`src/rtl/lcd_bus_sequencer.sv`:
```
// HD44780 single-write bus sequencer: setup, E pulse, hold, exec wait.
// All phase durations count one-clk enable ticks; 8- or 4-bit bus.
module lcd_bus_sequencer #(
  parameter int FOUR_BIT   = 0,
  parameter int TSU_TICKS  = 1,
  parameter int TPW_TICKS  = 1,
  parameter int TH_TICKS   = 1,
  parameter int WAIT_SHORT = 40,
  parameter int WAIT_LONG  = 1600,
  parameter int CNT_W      = 11
) (
  input  logic       clk,
  input  logic       rst,
  input  logic       tick,
  input  logic       in_valid,
  output logic       in_ready,
  input  logic       in_rs,
  input  logic [7:0] in_data,
  input  logic       in_nib_only,
  output logic       lcd_e,
  output logic       lcd_rs,
  output logic       lcd_rw,
  output logic [7:0] lcd_db,
  output logic       busy,
  output logic       done
);

  typedef enum logic [2:0] {
    IDLE, SETUP, EHIGH, HOLD, WAIT
  } state_e;

  localparam logic [CNT_W-1:0] TSU_L = CNT_W'(TSU_TICKS - 1);
  localparam logic [CNT_W-1:0] TPW_L = CNT_W'(TPW_TICKS - 1);
  localparam logic [CNT_W-1:0] TH_L  = CNT_W'(TH_TICKS - 1);
  localparam logic [CNT_W-1:0] WS_L  = CNT_W'(WAIT_SHORT - 1);
  localparam logic [CNT_W-1:0] WL_L  = CNT_W'(WAIT_LONG - 1);
  localparam logic             FOUR  = (FOUR_BIT != 0);

  state_e           state_q;
  logic [CNT_W-1:0] cnt_q;
  logic [CNT_W-1:0] lim_d;
  logic [7:0]       data_q;
  logic             nib_q;
  logic             idx_q;
  logic             e_q;
  logic             rs_q;
  logic [7:0]       db_q;
  logic             done_q;
  logic             long_w;

  assign long_w   = !rs_q && (data_q[7:2] == 6'b0);
  assign in_ready = rst && (state_q == IDLE);
  assign busy     = (state_q != IDLE);
  assign done     = done_q;
  assign lcd_e    = e_q;
  assign lcd_rs   = rs_q;
  assign lcd_db   = db_q;
  assign lcd_rw   = 1'b0;

  // Last counter value of the current phase.
  always_comb begin
    lim_d = '0;
    case (state_q)
      SETUP:   lim_d = TSU_L;
      EHIGH:   lim_d = TPW_L;
      HOLD:    lim_d = TH_L;
      WAIT:    lim_d = long_w ? WL_L : WS_L;
      default: lim_d = '0;
    endcase
  end

  // Phase sequencer with registered pin drives.
  always_ff @(posedge clk or negedge rst) begin
    if (!rst) begin
      state_q <= IDLE;
      cnt_q   <= '0;
      data_q  <= '0;
      nib_q   <= 1'b0;
      idx_q   <= 1'b0;
      e_q     <= 1'b0;
      rs_q    <= 1'b0;
      db_q    <= '0;
      done_q  <= 1'b0;
    end else begin
      done_q <= 1'b0;
      if (state_q == IDLE) begin
        if (in_valid && in_ready) begin
          data_q  <= in_data;
          nib_q   <= FOUR && in_nib_only;
          rs_q    <= in_rs;
          db_q    <= FOUR ? {in_data[7:4], 4'b0} : in_data;
          cnt_q   <= '0;
          state_q <= SETUP;
        end
      end else if (tick) begin
        if (cnt_q == lim_d) begin
          cnt_q <= '0;
          case (state_q)
            SETUP: begin
              e_q     <= 1'b1;
              state_q <= EHIGH;
            end
            EHIGH: begin
              e_q     <= 1'b0;
              state_q <= HOLD;
            end
            HOLD: begin
              if (FOUR && !idx_q && !nib_q) begin
                db_q    <= {data_q[3:0], 4'b0};
                idx_q   <= 1'b1;
                state_q <= SETUP;
              end else begin
                state_q <= WAIT;
              end
            end
            WAIT: begin
              idx_q   <= 1'b0;
              done_q  <= 1'b1;
              state_q <= IDLE;
            end
            default: state_q <= IDLE;
          endcase
        end else begin
          cnt_q <= cnt_q + CNT_W'(1);
        end
      end
    end
  end

endmodule

```
`config.mk`:
```
export PLATFORM = sky130hd
export DESIGN_NAME = lcd_bus_sequencer
export DESIGN_NICKNAME = d
export VERILOG_FILES = /design/src/rtl/lcd_bus_sequencer.sv
export SDC_FILE = /design/constraint.sdc
export NUM_CORES = 1
export LEC_CHECK = 0
export CORE_ASPECT_RATIO = 1.2
export CORE_UTILIZATION = 44
export DETAILED_ROUTE_END_ITERATION = 8
export PLACE_DENSITY = 0.74
export SLEW_MARGIN = 20
export SYNTH_ARGS = -nofsm -noshare
export SYNTH_HDL_FRONTEND = slang
export SYNTH_SLANG_ARGS = --single-unit
```
`constraint.sdc`:
```
create_clock -name clk -period 2 [get_ports clk]
set_input_delay 0.2 -clock clk [delete_from_list [all_inputs] [get_ports clk]]
set_output_delay 0.2 -clock clk [all_outputs]
set_load 0.1 [all_outputs]
```
-- Word-level counts from Yosys, hierarchy flattened
Index checks and enable logic that the tools add are counted.
- $add $sub $neg: 1
- equal/unequal tests: 6
- muxes and demuxes: 16
- bitwise logic cells: 1
- reduce and logical (&&, ||, !) cells: 14
- operators by type and width (cell ; count):
    11-bit 2-to-1 mux ; 6
    3-bit 2-to-1 mux ; 4
    11-bit by 1-bit adder with 11-bit output, second input constant ; 1
    11-bit == test ; 1
    3-bit one-hot mux with 3 select lines ; 1
    3-bit by 2-bit == test with 1-bit output, second input constant ; 2
    6-bit logical NOT ; 1
    2-bit nonzero test ; 3
    1-bit 2-to-1 mux ; 4
    2-bit AND reduction ; 2
    4-bit AND reduction ; 1
    3-bit by 1-bit == test with 1-bit output, second input constant ; 1
    3-bit == test, second input constant ; 1
    1-bit logical AND ; 3
    3-bit logical NOT ; 1
    3-bit AND reduction ; 1
    3-bit nonzero test ; 1
    2-bit by 1-bit inequality test with 1-bit output, second input constant ; 1
    1-bit one-hot mux with 2 select lines ; 1
    1-bit logical NOT ; 1
    1-bit NOT ; 1
- bits in registers: 25
- input bits: 14
- output and inout bits: 14
- word-level logic and storage cells: 44

-- Depth between registers and ports, before layout
- depth after elaboration: 8
- gate-level depth with buffers: 7
- depth with buffers taken out: 5

-- Worst setup path before layout
Ideal clock, no wire load.
- path kind: register to register
- start: register, netlist name lcd_db[7]
- end: register state_q[0]
- library setup time: 0.065 ns
- data arrival time: 2.124 ns
- setup slack: -0.189 ns
- cell stages (with the launch flop): 7
- buffers on the path: 1
- path through: dfrtp_1 nor4_1 and4_1 o211ai_1 buf_6 a2111oi_0 a21o_1
- RTL lines (item ; line ; RTL):
    end signal: assignment ; 75 ; state_q <= IDLE;
    end signal: assignment ; 93 ; state_q <= SETUP;
    end signal: assignment ; 101 ; state_q <= EHIGH;
    end: declaration ; 39 ; state_e state_q;

-- Worst setup path after layout
- start: register cnt_q[0]
- end: register state_q[2]
- longest elaborated chain between the ends: 3
- ends and longest elaborated chain (item ; line ; RTL):
    start: declaration ; 40 ; logic [CNT_W-1:0] cnt_q;
    start signal: assignment ; 124 ; cnt_q <= cnt_q + CNT_W'(1);
    11-bit == test ; 96 ; if (cnt_q == lim_d) begin
    2-bit nonzero test (no source line) ; - ;
    3-bit AND reduction (no source line) ; - ;
    end signal: assignment ; 93 ;
    end signal: assignment ; 101 ;
    end signal: assignment ; 105 ; state_q <= HOLD;
No other way between the ends.
A chain may end at the register's enable or synchronous reset.

==> flow_metrics.tcl <==
set metrics [dict create \
    status "complete, no violations" \
    final_cell_mix "buf_4, dfrtp_1, clkdlybuf4s50_1" \
    leakagePower_nw 0.7518 \
    multi_input_area_um2 653.1 \
    maxSlewViolCount 0 \
    synthArstFlopShare 1.000 \
    synth_cell_types 39 \
    hold_class "in -> async" \
    first_global_vias 1111 \
    crit_chain "or4_1 -> mux2i_1 -> o211ai_1 -> or2_2 -> a22o_1" \
    dr.pass1.iters 4 \
    final_common_cell "buf_4" \
    ys_ff_latch 25 \
    netlist_top_cells_area "dfrtp_1, mux2_2, xnor2_1, nand3_1, nand2_1" \
    seqCellArea_um2 635.6 \
    fmax_mhz 515.5 \
    drc 0 \
    cts_buffer_depth 2 \
    grt_overflow 0 \
    ios 28 \
    synth_cells 123 \
    total_power_mw 2.836 \
    slowest_delay_ps 520 \
    syn2layout_area_growth_pct 39.39 \
    startpoint_type "flop" \
    core-area_um2 2759 \
    crit_fanout 5 \
    place_congestion 0.7704 \
    drv_cap 0 \
    antenna_cells 0 \
    ir_drop_mv 1.352 \
    drive_above_1_share 0.3787 \
    drt_iter0_drc 27 \
    io_buffers 25 \
    vias_per_cell 5.493 \
    fin_skew_ps 2.032 \
    synth_nets 138 \
    p_per_area_nw_per_um2 1597 \
    endpoint_kind "flop" \
    critPathKind "reg -> reg" \
    cts_tree "built" \
    routedWlPerCell_um 14.44 \
    rsz0062_at_grt "true" \
    fin_tns_setup_ps 0 \
    ys_seq_area_frac 0.4912 \
    place_hpwl_um 2186 \
    vias 1115 \
    required_ps 2250 \
    wirelength_um 2932 \
    grt_max_degree 27 \
    cp.arrival_ps 2190 \
    start_util 0.4617 \
    ys_warn_count 0 \
    htreeDepth 1 \
    dieHeight_um 60.94 \
    num_rows 21 \
    period_share 0.9699 \
    antenna_found_initial 0 \
    r2r_setup_slack_ps 60 \
    cts_root_buf "clkbuf_4" \
    cts.sinks 25 \
    hold_viol_final 0 \
    setup_viol 0 \
    synth_edf_count 0 \
    cts_made_buffers 3 \
    die_area_um2 3115 \
    yosysTopAreaCell "dfrtp_1" \
    clkTransAtPathRegs_ps 150 \
    cp_slowest_cell "or4_1" \
    synth_top_area_share 0.4912 \
    drtAntennaViolNets 0 \
    die_width_um 51.12 \
    hold_buffers 0 \
    clkLatencyLatePin_ps 340 \
    syn_area_um2 1274 \
    fin_nets 185 \
    grt_first_pass_wirelength_um 4719 \
    grt_use_total 0.2069 \
    avgSynthCellArea_um2 10.36 \
    fill_cells 239 \
    fin_crit_ps 1940 \
    ys.flop_type "dfrtp_1" \
]
==> Yosys cell counts, types with 2 or more instances <==
library cell and instances:
or4_1 3, nor3_1 8, nand3_1 9, buf_2 2, mux2_1 2, mux2_2 8
nor3b_1 3, nor2_1 8, and4_1 2, o211ai_1 2, nor4_1 2, o21ai_0 5
xnor2_1 6, nand4_1 3, inv_1 2, nand2_1 11, dfrtp_1 25
==> worst max-delay path: cells and delay by family, from the launching register on <==
family	cells	cell delay (ps)
compound gates	2	410
mux	1	160
simple gates	2	880
flops	1	400
==> flip-flops by register name, summed over array words and instances (netlist names) <==
signal / count
lcd_db: 8
lcd_rs: 1
cnt_q: 11
done: 1
state_q: 3
lcd_e: 1
==> per-stage QoR <==
step                      setup slack [ps]  area (µm²)  hold slack, ps  utilization  cells
final                                60.19        1775           236.5       0.6435    203
after global routing                -10.10        1775           265.5       0.6435    203
after CTS                            7.306        1730           248.5       0.6272    202
after detailed placement            -66.11        1697           509.9       0.6150    198
after global placement              -54.23        1697           493.8       0.6150    198
after floorplan                      9.676        1290          -95.59            -    123
==> final cells by class <==
| class | instances | share of cell area |
|---|---|---|
| clock buffers | 3 | 0.01269 |
| flip-flops and latches | 25 | 0.3580 |
| well taps | 34 | 0.02396 |
| repair buffers | 46 | 0.2255 |
| multi-input cells | 91 | 0.3679 |
| inverters | 3 | 0.007752 |
| clock inverters | 1 | 0.004228 |
==> path summary, 6_finish.rpt <==
check,endpoint,from,cells after the start
worst max-delay path,state_q[2],cnt_q[0],5
worst min-delay path,cnt_q[2],rst,2
worst max register to register,state_q[2],cnt_q[0],5
worst min register to register,lcd_db[1],lcd_db[1],1
max in group asynchronous,lcd_db[2],rst,2
min in group clk,lcd_rs,in_rs,2
==> power by group <==
part | internal (mW) | total [mW] | switching, mW
logic | 0.566 | 1.72 | 1.15
clock network | 0.0768 | 0.250 | 0.173
registers | 0.702 | 0.871 | 0.169
total | 1.34 | 2.84 | 1.49
==> layer usage <==
metal / wire [µm] / share of wire / vias up / GRT usage
li1: - / - / 534 / -
met1: 1211 / 0.41 / 537 / 0.2182
met2: 1519 / 0.52 / 37 / 0.4041
met3: 138 / 0.047 / 7 / 0.03509
met4: 63 / 0.021 / 0 / 0.08333
met5: 0 / 0 / - / 0
==> cells by family (layout without fill, tap and decap cells) <==
logic type	count (synthesis)	in the layout	synth area share
adder cells (fa/ha/maj)	1	1	0.009822
AO/OA/AOI/OAI	13	13	0.06680
buffers and inverters	7	53	0.03144
multiplexers	11	11	0.09627
flip-flops	25	25	0.4912
XOR/XNOR	6	6	0.04126
AND/OR/NAND/NOR	59	59	0.2603
other	1	1	0.002944
==> repair_timing <==
| item | in CTS | in global routing |
|---|---|---|
| setup endpoints to repair | 6 | 14 |
| buffers inserted | 0 | 1 |
| resized for setup | 1 | 8 |
| pin swaps | 0 | 2 |
Power figures use the tool's default switching activity.
